===== config.mk =====
export PLATFORM = sky130hd
export DESIGN_NAME = rv_dm_arbiter
export DESIGN_NICKNAME = d
export VERILOG_FILES = /design/src/rtl/rv_dm_arbiter.sv
export SDC_FILE = /design/constraint.sdc
export NUM_CORES = 1
export LEC_CHECK = 0
export ABC_AREA = 1
export CAP_MARGIN = 20
export CORE_AREA = 2 2 119 121
export CTS_CLUSTER_DIAMETER = 150
export DETAILED_ROUTE_END_ITERATION = 10
export DIE_AREA = 0 0 121 123
export PLACE_DENSITY = 0.64
export SYNTH_ARGS = -nofsm -noshare
export SYNTH_HDL_FRONTEND = slang
export SYNTH_SLANG_ARGS = --single-unit

===== constraint.sdc =====
create_clock -name clk_i -period 1.8 [get_ports clk_i]
set_input_delay 0.36 -clock clk_i [delete_from_list [all_inputs] [get_ports clk_i]]
set_output_delay 0.36 -clock clk_i [all_outputs]
set_load 0.05 [all_outputs]

===== src/rtl/rv_dm_arbiter.sv =====
// rv_dm_arbiter: shares the data-memory port between the core load/store path and an aux master
module rv_dm_arbiter #(
  parameter int g_aux_starve_limit = 4,
  parameter bit g_core_priority = 1'b1
) (
  input  logic        clk_i,
  input  logic        rst_i,
  input  logic [31:0] c_addr_i,
  input  logic [31:0] c_data_s_i,
  input  logic [3:0]  c_select_i,
  input  logic        c_load_i,
  input  logic        c_store_i,
  output logic        c_ready_o,
  input  logic [31:0] a_addr_i,
  input  logic [31:0] a_data_s_i,
  input  logic [3:0]  a_select_i,
  input  logic        a_load_i,
  input  logic        a_store_i,
  output logic        a_ready_o,
  input  logic [31:0] dm_data_l_i,
  input  logic        dm_ready_i,
  output logic [31:0] dm_addr_o,
  output logic [31:0] dm_data_s_o,
  output logic [3:0]  dm_data_select_o,
  output logic        dm_load_o,
  output logic        dm_store_o,
  output logic [31:0] c_data_l_o,
  output logic [31:0] a_data_l_o
);
  localparam logic [1:0] OWN_NONE = 2'd0;
  localparam logic [1:0] OWN_CORE = 2'd1;
  localparam logic [1:0] OWN_AUX  = 2'd2;
  logic [1:0] owner, win;
  logic [3:0] starve_cnt;
  logic c_req, a_req, starved, sel_c, sel_a, win_valid;
  assign c_req = c_load_i | c_store_i;
  assign a_req = a_load_i | a_store_i;
  assign starved = starve_cnt == 4'(g_aux_starve_limit);
  // A locked owner keeps the port; otherwise arbitrate fresh requests with the starvation override
  always_comb
    win = owner != OWN_NONE ? owner :
          c_req & a_req ? (starved | !g_core_priority ? OWN_AUX : OWN_CORE) :
          c_req ? OWN_CORE : a_req ? OWN_AUX : OWN_NONE;
  assign sel_c = win == OWN_CORE;
  assign sel_a = win == OWN_AUX;
  assign win_valid = (sel_c & c_req) | (sel_a & a_req);
  assign dm_addr_o = sel_c ? c_addr_i : sel_a ? a_addr_i : '0;
  assign dm_data_s_o = sel_c ? c_data_s_i : sel_a ? a_data_s_i : '0;
  assign dm_data_select_o = sel_c ? c_select_i : sel_a ? a_select_i : '0;
  assign dm_load_o = sel_c ? c_load_i : sel_a & a_load_i;
  assign dm_store_o = sel_c ? c_store_i : sel_a & a_store_i;
  assign c_ready_o = dm_ready_i & sel_c & c_req;
  assign a_ready_o = dm_ready_i & sel_a & a_req;
  assign c_data_l_o = dm_data_l_i;
  assign a_data_l_o = dm_data_l_i;
  // Lock on a stalled transaction; completion or an aborted request releases the port
  always_ff @(posedge clk_i or posedge rst_i)
    if (rst_i) owner <= OWN_NONE;
    else owner <= win_valid & !dm_ready_i ? win : OWN_NONE;
  // Count core completions while aux waits; aux completion or no aux request clears it
  always_ff @(posedge clk_i or posedge rst_i)
    if (rst_i) starve_cnt <= '0;
    else if (!a_req | a_ready_o) starve_cnt <= '0;
    else if (c_ready_o & !starved) starve_cnt <= starve_cnt + 4'd1;
endmodule


# Yosys cells after proc, flatten, opt, wreduce, memory -nomap -nowiden
# Index checks and enable logic that the tools add are counted.
[totals]
reg_bits = 6
elab_cells = 42
[op_classes]
add_sub_neg = 1
eq_ne = 3
n_mux = 16
bitwise = 15
reduce_logical = 5
[ops]
columns = ["op", "n"]
rows = [
  ["32-bit two-way mux", 4],
  ["4-bit two-way mux", 4],
  ["2-bit two-way mux", 6],
  ["1-bit bitwise AND", 11],
  ["4-bit by 1-bit adder with 4-bit output, second input constant", 1],
  ["4-bit by 3-bit == test with 1-bit output, second input constant", 1],
  ["1-bit bitwise OR", 4],
  ["2-bit nonzero test", 2],
  ["1-bit logical NOT", 3],
  ["2-bit by 1-bit == test with 1-bit output, second input constant", 1],
  ["2-bit == test, second input constant", 1],
  ["1-bit two-way mux", 2],
]

# Longest topological paths before layout
# Gate-level depths: netlist (run 1).
[depth]
ltp_word = 11
mapped_depth = 12
depth_no_buf = 12

# Worst setup path after synthesis (run 1)
# Ideal clock, no wire load.
[synth_timing]
kind = "flip-flop to output port"
from = "reg starve_cnt[0]"
to = "out a_ready_o"
t_arrival_ns = 2.530
required_ns = 1.440
slack_ns = -1.090
path_stages_with_launch = 8
path_buffers = 1
cell_sequence = "dfrtp_1 > inv_1 > ha_1 > nand3_1 > nand2_1 > nand2_1 > buf_4 > nor4_1"
[synth_via]
elab_chain_cells = 7
[synth_lines]
columns = ["item", "line_no", "text"]
rows = [
  ["start: declaration", "34", "logic [3:0] starve_cnt;"],
  ["start signal: assignment", "64", "else if (c_ready_o & !starved) starve_cnt <= starve_cnt + 4'd1;"],
  ["4-bit by 3-bit == test with 1-bit output", "38", "assign starved = starve_cnt == 4'(g_aux_starve_limit);"],
  ["2-bit two-way mux (2 in series)", "42", "c_req & a_req ? (starved | !g_core_priority ? OWN_AUX : OWN_CORE) :"],
  ["2-bit two-way mux", "41", "win = owner != OWN_NONE ? owner :"],
  ["2-bit == test", "45", "assign sel_a = win == OWN_AUX;"],
  ["1-bit bitwise AND (2 in series)", "53", "assign a_ready_o = dm_ready_i & sel_a & a_req;"],
  ["end: declaration", "19", "output logic a_ready_o,"],
]
# No other way between the ends.

# Final worst setup path (run 1)
[layout_timing]
from = "reg starve_cnt[0]"
to = "out dm_addr_o[12]"
[layout_via]
elab_chain_cells = 7
[layout_lines]
columns = ["item", "line_no", "text"]
rows = [
  ["4-bit by 3-bit == test with 1-bit output *", "38", ""],
  ["2-bit two-way mux * (2 in series)", "42", ""],
  ["2-bit two-way mux *", "41", ""],
  ["2-bit == test", "45", ""],
  ["32-bit two-way mux", "47", "assign dm_addr_o = sel_c ? c_addr_i : sel_a ? a_addr_i : '0;"],
  ["32-bit two-way mux *", "47", ""],
  ["end: declaration", "22", "output logic [31:0] dm_addr_o,"],
]
# Mark *: on every way between the ends. The rest lies on a longest branch, timed or not.

==> impl_metrics.xml, run 1 <==
<?xml version="1.0" encoding="UTF-8"?>
<metrics>
  <group name="outcome">
    <metric name="outcome" unit="">finished, violations left</metric>
    <metric name="failed_checks" unit="">setup timing</metric>
  </group>
  <group name="yosys">
    <metric name="postSynth.asyncResetShare" unit="%">100.0</metric>
    <metric name="yosys.cell_types.count" unit="">19</metric>
    <metric name="synth_enable_flop_cells" unit="">0</metric>
    <metric name="post-synth-top-count-cell" unit="">sky130_fd_sc_hd__nand2_1</metric>
    <metric name="synth.yosys.seq_area_share" unit="%">7.973</metric>
    <metric name="synth_top_area_cell" unit="">sky130_fd_sc_hd__nand2_1</metric>
    <metric name="synth.ff_latch_count" unit="">6</metric>
    <metric name="synth_nets" unit="">527</metric>
    <metric name="mapped_avg_cell_area" unit="um2">5.380</metric>
    <metric name="yosys_warnings" unit="">0</metric>
    <metric name="commonest_cells_in_the_synthesized_netlist" unit="">sky130_fd_sc_hd__nand2_1, sky130_fd_sc_hd__nand3_1, sky130_fd_sc_hd__buf_4, sky130_fd_sc_hd__inv_1</metric>
    <metric name="synth_ff_type" unit="">sky130_fd_sc_hd__dfrtp_1</metric>
    <metric name="synth_area_leaders" unit="">sky130_fd_sc_hd__nand2_1, sky130_fd_sc_hd__buf_4, sky130_fd_sc_hd__nand3_1</metric>
    <metric name="synth_top_area_share" unit="%">30.10</metric>
    <metric name="number_of_cells_produced_by_synthesis" unit="">350</metric>
    <metric name="synth.cell_area" unit="um2">1883</metric>
  </group>
  <group name="run">
    <metric name="drv_cap" unit="">0</metric>
  </group>
  <group name="global_routing">
    <metric name="grt_start_max_net_pins" unit="">35</metric>
    <metric name="grt_antenna_before_repair" unit="">1</metric>
    <metric name="first_pass_grt_wire_length" unit="um">17420</metric>
    <metric name="first_global_vias" unit="">3160</metric>
    <metric name="grt_util_all_layers" unit="%">15.22</metric>
    <metric name="grt_overflow" unit="">0</metric>
  </group>
  <group name="setup_path">
    <metric name="crit_type" unit="">reg -&gt; out</metric>
    <metric name="cp.required" unit="ps">1440</metric>
    <metric name="path_max_fanout" unit="">5</metric>
    <metric name="critPathArrivalTime" unit="ps">2040</metric>
    <metric name="start_kind" unit="">flip-flop</metric>
    <metric name="timing.critical_path.to_type" unit="">output port</metric>
  </group>
  <group name="routing">
    <metric name="vias" unit="">3024</metric>
    <metric name="first_iter_violations" unit="">78</metric>
    <metric name="drt_drc_violations_left" unit="">0</metric>
    <metric name="routedWlPerCell" unit="um">17.88</metric>
    <metric name="detail_route.first_pass.iterations" unit="">6</metric>
    <metric name="routed_via_density" unit="">4.253</metric>
    <metric name="final_wirelength" unit="um">12710</metric>
    <metric name="ant_nets" unit="">0</metric>
  </group>
  <group name="sta">
    <metric name="worst_hold_slack_across_all_endpoints" unit="ps">355.4</metric>
    <metric name="final.period_utilization" unit="%">133.3</metric>
    <metric name="period_minus_ws_final" unit="ps">2399</metric>
    <metric name="max_slew.worst_pin.slew" unit="ps">263.6</metric>
    <metric name="timing.fmax" unit="GHz">0.4168</metric>
    <metric name="clock-skew-final" unit="ps">0.9088</metric>
    <metric name="setup_violations" unit="">76</metric>
    <metric name="timing.max_slew.rel_slack" unit="%">82.30</metric>
    <metric name="report.final.hold_viol_count" unit="">0</metric>
    <metric name="timing_max_transition_violations_final" unit="">0</metric>
    <metric name="rsz0062_at_grt" unit="">true</metric>
    <metric name="setup_ws" unit="ps">-599.3</metric>
  </group>
  <group name="floorplanning">
    <metric name="floorplan.die_area" unit="um2">14880</metric>
    <metric name="initial_core_utilization" unit="%">13.83</metric>
    <metric name="chipHeight" unit="um">123</metric>
    <metric name="boundaryPins" unit="">311</metric>
    <metric name="design.core.area" unit="um2">13610</metric>
    <metric name="std_cell_rows" unit="">43</metric>
    <metric name="die_x" unit="um">121</metric>
  </group>
  <group name="power_and_ir_drop">
    <metric name="post-layout-total-power" unit="uW">4060</metric>
    <metric name="vdd_drop_max" unit="mV">0.3227</metric>
    <metric name="p_per_area" unit="nW/um2">649.9</metric>
    <metric name="lkg_pwr" unit="uW">0.002904</metric>
  </group>
  <group name="clocking">
    <metric name="clock_latency_at_the_later_pin_of_the_worst_skew_pair" unit="ps">230</metric>
    <metric name="worst_setup_hold_path_clk_slew" unit="ps">30</metric>
    <metric name="hold_bufs_at_cts" unit="">0</metric>
    <metric name="cts_max_path_buffers" unit="">2</metric>
    <metric name="cts_sinks" unit="">6</metric>
    <metric name="tritoncts" unit="">yes</metric>
    <metric name="clock-root-buffer" unit="">sky130_fd_sc_hd__clkbuf_16</metric>
    <metric name="cts_htree_levels" unit="">1</metric>
    <metric name="cts-buffers-inserted" unit="">3</metric>
  </group>
  <group name="min_path">
    <metric name="hp-class" unit="">in -&gt; async</metric>
  </group>
  <group name="layout">
    <metric name="antenna-diode-count" unit="">0</metric>
    <metric name="fin_cells" unit="">711</metric>
    <metric name="areaGrowthSynthToFinish" unit="%">231.8</metric>
    <metric name="design.final.nets" unit="">710</metric>
    <metric name="finalInstanceArea" unit="um2">6247</metric>
    <metric name="fraction_of_final_layout_cells_sized_beyond_drive_strength_1" unit="%">54.43</metric>
  </group>
  <group name="place">
    <metric name="dp.final_hpwl" unit="um">8037</metric>
    <metric name="dp_cells" unit="">677</metric>
    <metric name="place_ws" unit="ps">-635.2</metric>
    <metric name="port_buffers" unit="">214</metric>
    <metric name="place_congestion" unit="">0.7481</metric>
    <metric name="post_dp_cell_area" unit="um2">5145</metric>
  </group>
</metrics>
## state kept, by name, indices dropped and copies added (netlist names)
name,cells
owner,2
starve_cnt,4
## repair_timing
item,in CTS,in global routing
pin swaps,12,7
buffers inserted,16,1
cloned,11,5
gates resized for setup,72,77
endpoints found under the setup margin,76,76
## cell usage in the layout (no fill, tap or decap), types with 3 or more instances in the layout
master / instances
sky130_fd_sc_hd__buf_8: 4
sky130_fd_sc_hd__nand2_1: 6
sky130_fd_sc_hd__clkdlybuf4s50_1: 139
sky130_fd_sc_hd__nand2_4: 113
sky130_fd_sc_hd__nand3_1: 74
sky130_fd_sc_hd__buf_16: 11
sky130_fd_sc_hd__dfrtp_1: 6
sky130_fd_sc_hd__buf_6: 5
sky130_fd_sc_hd__nor2_4: 3
sky130_fd_sc_hd__buf_4: 20
sky130_fd_sc_hd__buf_12: 78
sky130_fd_sc_hd__nand3_2: 5
sky130_fd_sc_hd__inv_2: 3
sky130_fd_sc_hd__nand2_2: 33
sky130_fd_sc_hd__inv_1: 6
sky130_fd_sc_hd__clkbuf_16: 7
## stage by stage
stage                     utilization [%]  setup TNS, ps
after floorplan                         -         -10920
after global placement              37.80         -43020
after detailed placement            37.80         -44770
after CTS                           43.02         -46910
after global routing                45.90         -50170
final                               45.90         -42130
## cells by family (layout without fill, tap and decap cells)
logic type      count (synthesis)  count (layout)  share of synthesized area, %
simple gates                  241             241                         54.55
buf+inv                        95             276                         33.75
flops                           6               6                         7.973
compound gates                  4               4                         1.462
fa+ha+maj                       2               2                         1.329
xor+xnor                        2               2                        0.9304
## power breakdown
| group | switching [uW] | total, uW | internal [uW] |
|---|---|---|---|
| sequential | 17.9 | 173 | 155 |
| clock | 83.4 | 369 | 286 |
| combinational | 1790 | 3520 | 1730 |
## area by class of cell
type	count	area [um2]
Clock buffer	3	75.07
Tap cell	180	225.2
Inverter	9	33.78
Sequential cell	6	150.1
Timing Repair Buffer	264	3656
Fill cell	1235	7365
Multi-Input combinational cell	249	2107
## critical path: stages, from the launching register on
cell and delay (ps):
sky130_fd_sc_hd__dfrtp_1 380, sky130_fd_sc_hd__inv_2 90, sky130_fd_sc_hd__ha_4 160, sky130_fd_sc_hd__buf_6 100, sky130_fd_sc_hd__nand3_4 80, sky130_fd_sc_hd__nand2_2 110, sky130_fd_sc_hd__nand2_4 70, sky130_fd_sc_hd__nor2_4 130
sky130_fd_sc_hd__buf_6 130, sky130_fd_sc_hd__buf_8 130, sky130_fd_sc_hd__clkbuf_16 170, sky130_fd_sc_hd__nand2_2 70, sky130_fd_sc_hd__nand2_4 60, sky130_fd_sc_hd__buf_12 130
## per-layer routing
layer / vias to the layer above / global-route usage (%) / wire [um]
met2: 154 / 28.20 / 6632
met5: - / 0 / 13
met1: 1427 / 17.50 / 4931
li1: 1426 / - / -
met3: 15 / 4.290 / 1025
met4: 2 / 2.834 / 111
## worst paths after layout
| kind | from | end | slack [ps] | depth (start not counted) |
|---|---|---|---|---|
| setup / recovery | starve_cnt[0] | dm_addr_o[12] | -600 | 13 |
| hold / removal | rst_i | starve_cnt[1] | 360 | 2 |
| setup reg to reg | starve_cnt[0] | starve_cnt[0] | -310 | 13 |
| hold reg to reg | starve_cnt[3] | starve_cnt[3] | 590 | 2 |
| max in group asynchronous | rst_i | starve_cnt[3] | 1240 | 2 |
| min in group clk_i | starve_cnt[3] | starve_cnt[3] | 590 | 2 |
(Power assumes the default switching activity.)
==> run 2: changes to the inputs <==
--- a/config.mk
+++ b/config.mk
@@ -7,11 +7,11 @@
 export LEC_CHECK = 0
 export ABC_AREA = 1
 export CAP_MARGIN = 20
-export CORE_AREA = 2 2 119 121
+export CORE_AREA = 10 10 111 113
 export CTS_CLUSTER_DIAMETER = 150
 export DETAILED_ROUTE_END_ITERATION = 10
 export DIE_AREA = 0 0 121 123
-export PLACE_DENSITY = 0.64
+export PLACE_DENSITY = 0.8
 export SYNTH_ARGS = -nofsm -noshare
 export SYNTH_HDL_FRONTEND = slang
 export SYNTH_SLANG_ARGS = --single-unit
==> run 2 against run 1 <==
  * The run still ends with setup timing left
  * Combinational power is essentially flat
  * Critical path depth fell by 1
  * Flip-flop and latch count stayed put
  * Global-route usage increased by 2.1 points
  * Sequential power about the same
  * Largest power group unchanged
  * Die area is the same
  * Critical endpoint is now dm_data_s_o[6]
  * Cell count is 6.6% lower
  * Critical path type unchanged
  * Power is 3.2% lower
  * Non-clock buffer count decreased by 3
==> impl_metrics.xml, run 2 (same netlist as run 1, synthesis figures left out) <==
<?xml version="1.0" encoding="UTF-8"?>
<metrics>
  <group name="power_and_ir_drop">
    <metric name="p_per_area" unit="nW/um2">665.7</metric>
    <metric name="pwr-share-clk" unit="%">5.4</metric>
    <metric name="swShare" unit="%">47.88</metric>
    <metric name="switching_power" unit="uW">1883</metric>
    <metric name="power.internal" unit="uW">2049</metric>
    <metric name="comb_pwr_share" unit="%">90.3</metric>
    <metric name="post-layout-total-power" unit="uW">3932</metric>
    <metric name="lkg_pwr" unit="uW">0.002596</metric>
    <metric name="vdd_drop_max" unit="mV">0.4744</metric>
    <metric name="share_seq_of_total_power" unit="%">4.4</metric>
  </group>
  <group name="setup_path">
    <metric name="reg2regPathDepth" unit="">15</metric>
    <metric name="path_max_fanout" unit="">7</metric>
    <metric name="cpMaxStageDelayCell" unit="">sky130_fd_sc_hd__dfrtp_1</metric>
    <metric name="cp_common_cell" unit="">sky130_fd_sc_hd__nand2_4</metric>
    <metric name="timing.critical_path.to_type" unit="">output port</metric>
    <metric name="slowest_delay" unit="ps">390</metric>
    <metric name="start_kind" unit="">flip-flop</metric>
    <metric name="crit_chain" unit="">inv_2, ha_4, nand2_4, nor2_4, nand2_2, nand2_2, nand2_4, buf_12, bufbuf_16, nand3_1, nand2_4, buf_12</metric>
    <metric name="crit_type" unit="">reg -&gt; out</metric>
    <metric name="cp.required" unit="ps">1440</metric>
    <metric name="critPathArrivalTime" unit="ps">2050</metric>
  </group>
  <group name="routing">
    <metric name="routedWlPerCell" unit="um">21.01</metric>
    <metric name="first_iter_violations" unit="">179</metric>
    <metric name="final_wirelength" unit="um">13950</metric>
    <metric name="met2WireLength" unit="um">7395</metric>
    <metric name="route.layer.met1.wl" unit="um">4832</metric>
    <metric name="met3_wirelength" unit="um">1520</metric>
    <metric name="routed_via_density" unit="">4.601</metric>
    <metric name="ant_nets" unit="">0</metric>
    <metric name="vias" unit="">3055</metric>
    <metric name="drt_drc_violations_left" unit="">0</metric>
    <metric name="detail_route.first_pass.iterations" unit="">5</metric>
    <metric name="top_layer_used" unit="">met4</metric>
  </group>
  <group name="clocking">
    <metric name="cts_max_path_buffers" unit="">2</metric>
    <metric name="tritoncts" unit="">yes</metric>
    <metric name="worst_setup_hold_path_clk_slew" unit="ps">40</metric>
    <metric name="clock_latency_at_the_later_pin_of_the_worst_skew_pair" unit="ps">230</metric>
    <metric name="cts-buffers-inserted" unit="">3</metric>
    <metric name="cts_htree_levels" unit="">1</metric>
    <metric name="clock-root-buffer" unit="">sky130_fd_sc_hd__clkbuf_8</metric>
    <metric name="cts_sinks" unit="">6</metric>
  </group>
  <group name="sta">
    <metric name="setup_ws" unit="ps">-605.5</metric>
    <metric name="final.period_utilization" unit="%">133.6</metric>
    <metric name="setup_violations" unit="">76</metric>
    <metric name="clock-skew-final" unit="ps">1.368</metric>
    <metric name="timing.fmax" unit="GHz">0.4157</metric>
    <metric name="timing_max_transition_violations_final" unit="">0</metric>
    <metric name="worst_hold_slack_across_all_endpoints" unit="ps">365.6</metric>
    <metric name="timing.max_slew.rel_slack" unit="%">81.59</metric>
    <metric name="period_minus_ws_final" unit="ps">2405</metric>
    <metric name="max_slew.worst_pin.slew" unit="ps">274.2</metric>
    <metric name="report.final.hold_viol_count" unit="">0</metric>
    <metric name="rsz0062_at_grt" unit="">true</metric>
  </group>
  <group name="outcome">
    <metric name="failed_checks" unit="">setup timing</metric>
    <metric name="outcome" unit="">finished, violations left</metric>
  </group>
  <group name="global_routing">
    <metric name="grt_overflow" unit="">0</metric>
    <metric name="first_pass_grt_wire_length" unit="um">20180</metric>
    <metric name="grt_util_all_layers" unit="%">17.30</metric>
    <metric name="grt_antenna_before_repair" unit="">0</metric>
    <metric name="first_global_vias" unit="">3329</metric>
    <metric name="grt_start_max_net_pins" unit="">37</metric>
  </group>
  <group name="layout">
    <metric name="register_name_with_the_most_flops" unit="">starve_cnt</metric>
    <metric name="mostFrequentLayoutCell" unit="">sky130_fd_sc_hd__clkdlybuf4s50_1</metric>
    <metric name="top_registers" unit="">starve_cnt x4, owner x2</metric>
    <metric name="finalInstanceArea" unit="um2">5907</metric>
    <metric name="fraction_of_final_layout_cells_sized_beyond_drive_strength_1" unit="%">50.00</metric>
    <metric name="fin_cells" unit="">664</metric>
    <metric name="antenna-diode-count" unit="">0</metric>
    <metric name="layout_common_cells" unit="">sky130_fd_sc_hd__clkdlybuf4s50_1, sky130_fd_sc_hd__nand2_4, sky130_fd_sc_hd__buf_12</metric>
    <metric name="final.fill_count" unit="">807</metric>
    <metric name="design.final.nets" unit="">707</metric>
    <metric name="areaGrowthSynthToFinish" unit="%">213.7</metric>
    <metric name="largest_reg_flops" unit="">4</metric>
  </group>
  <group name="place">
    <metric name="place_ws" unit="ps">-702.5</metric>
    <metric name="dp_cells" unit="">633</metric>
    <metric name="port_buffers" unit="">214</metric>
    <metric name="dp.final_hpwl" unit="um">10010</metric>
    <metric name="post_dp_cell_area" unit="um2">5090</metric>
    <metric name="place_congestion" unit="">0.8299</metric>
  </group>
  <group name="floorplanning">
    <metric name="die_x" unit="um">121</metric>
    <metric name="design.core.area" unit="um2">10140</metric>
    <metric name="initial_core_utilization" unit="%">18.57</metric>
    <metric name="boundaryPins" unit="">311</metric>
    <metric name="chipHeight" unit="um">123</metric>
    <metric name="std_cell_rows" unit="">37</metric>
    <metric name="floorplan.die_area" unit="um2">14880</metric>
  </group>
  <group name="run">
    <metric name="drv_cap" unit="">0</metric>
  </group>
  <group name="min_path">
    <metric name="hp-class" unit="">in -&gt; async</metric>
  </group>
</metrics>
[run 2: cell count changes in the layout (fill, tap and decap cells not counted), sizes merged]
cell	previous run	this run
dlygate4sd2	1	4
dlymetal6s2s	2	0
buf	118	117
bufbuf	0	2
clkbuf	7	3
clkdlybuf4s50	139	138
[run 2: area by class of cell]
| cell class | instances | area, um2 | share of cell area (%) |
|---|---|---|---|
| Sequential cell | 6 | 150.1 | 2.542 |
| Multi-Input combinational cell | 249 | 1948 | 32.98 |
| Tap cell | 136 | 170.2 | 2.881 |
| Timing Repair Buffer | 261 | 3563 | 60.33 |
| Clock buffer | 3 | 41.29 | 0.6990 |
| Inverter | 9 | 33.78 | 0.5719 |
[run 2: per-layer routing]
metal / track usage (%) / vias up
li1: - / 1411
met1: 18.25 / 1423
met2: 31.50 / 201
met3: 7.065 / 20
met4: 3.997 / 0
met5: 0 / -
[run 2: timing repair]
action	4_1_cts	5_1_grt
hold buffers	0	0
gates resized for setup	64	31
endpoints found under the setup margin	76	76
pin swaps	8	7
cloned	11	0
setup buffers	18	3
[run 2: critical path, delay by kind of cell (launching register included)]
kind | cells | cell delay (ps)
flops | 1 | 390
simple gates | 7 | 600
fa+ha+maj | 1 | 160
buf+inv | 4 | 660
[run 2: worst paths after layout]
| path | start | to | slack (ps) |
|---|---|---|---|
| max | starve_cnt[0] | dm_data_s_o[6] | -610 |
| min | rst_i | starve_cnt[3] | 370 |
| max reg2reg | starve_cnt[0] | starve_cnt[1] | -160 |
| min reg2reg | starve_cnt[3] | starve_cnt[3] | 610 |
| max in group asynchronous | rst_i | starve_cnt[2] | 1230 |
| min in group clk_i | starve_cnt[3] | starve_cnt[3] | 610 |
[run 2: power groups by stage]
| stage | clock network (uW) | registers [uW] | logic (uW) |
|---|---|---|---|
| after detailed placement | 0 | 169 | 3160 |
| after CTS | 212 | 170 | 3510 |
| after global placement | 0 | 166 | 3110 |
| final | 212 | 172 | 3550 |
| after global routing | 219 | 174 | 3680 |
| after floorplan | 0 | 172 | 1920 |
[run 2: per-stage QoR]
| step | setup TNS, ps | util (%) |
|---|---|---|
| 6_report | -40290 | 58.26 |
| 4_1_cts | -38480 | 57.25 |
| 3_5_place_dp | -47460 | 50.20 |
| 2_1_floorplan | -10920 | - |
| 3_3_place_gp | -45580 | 50.20 |
| 5_1_grt | -47380 | 58.26 |
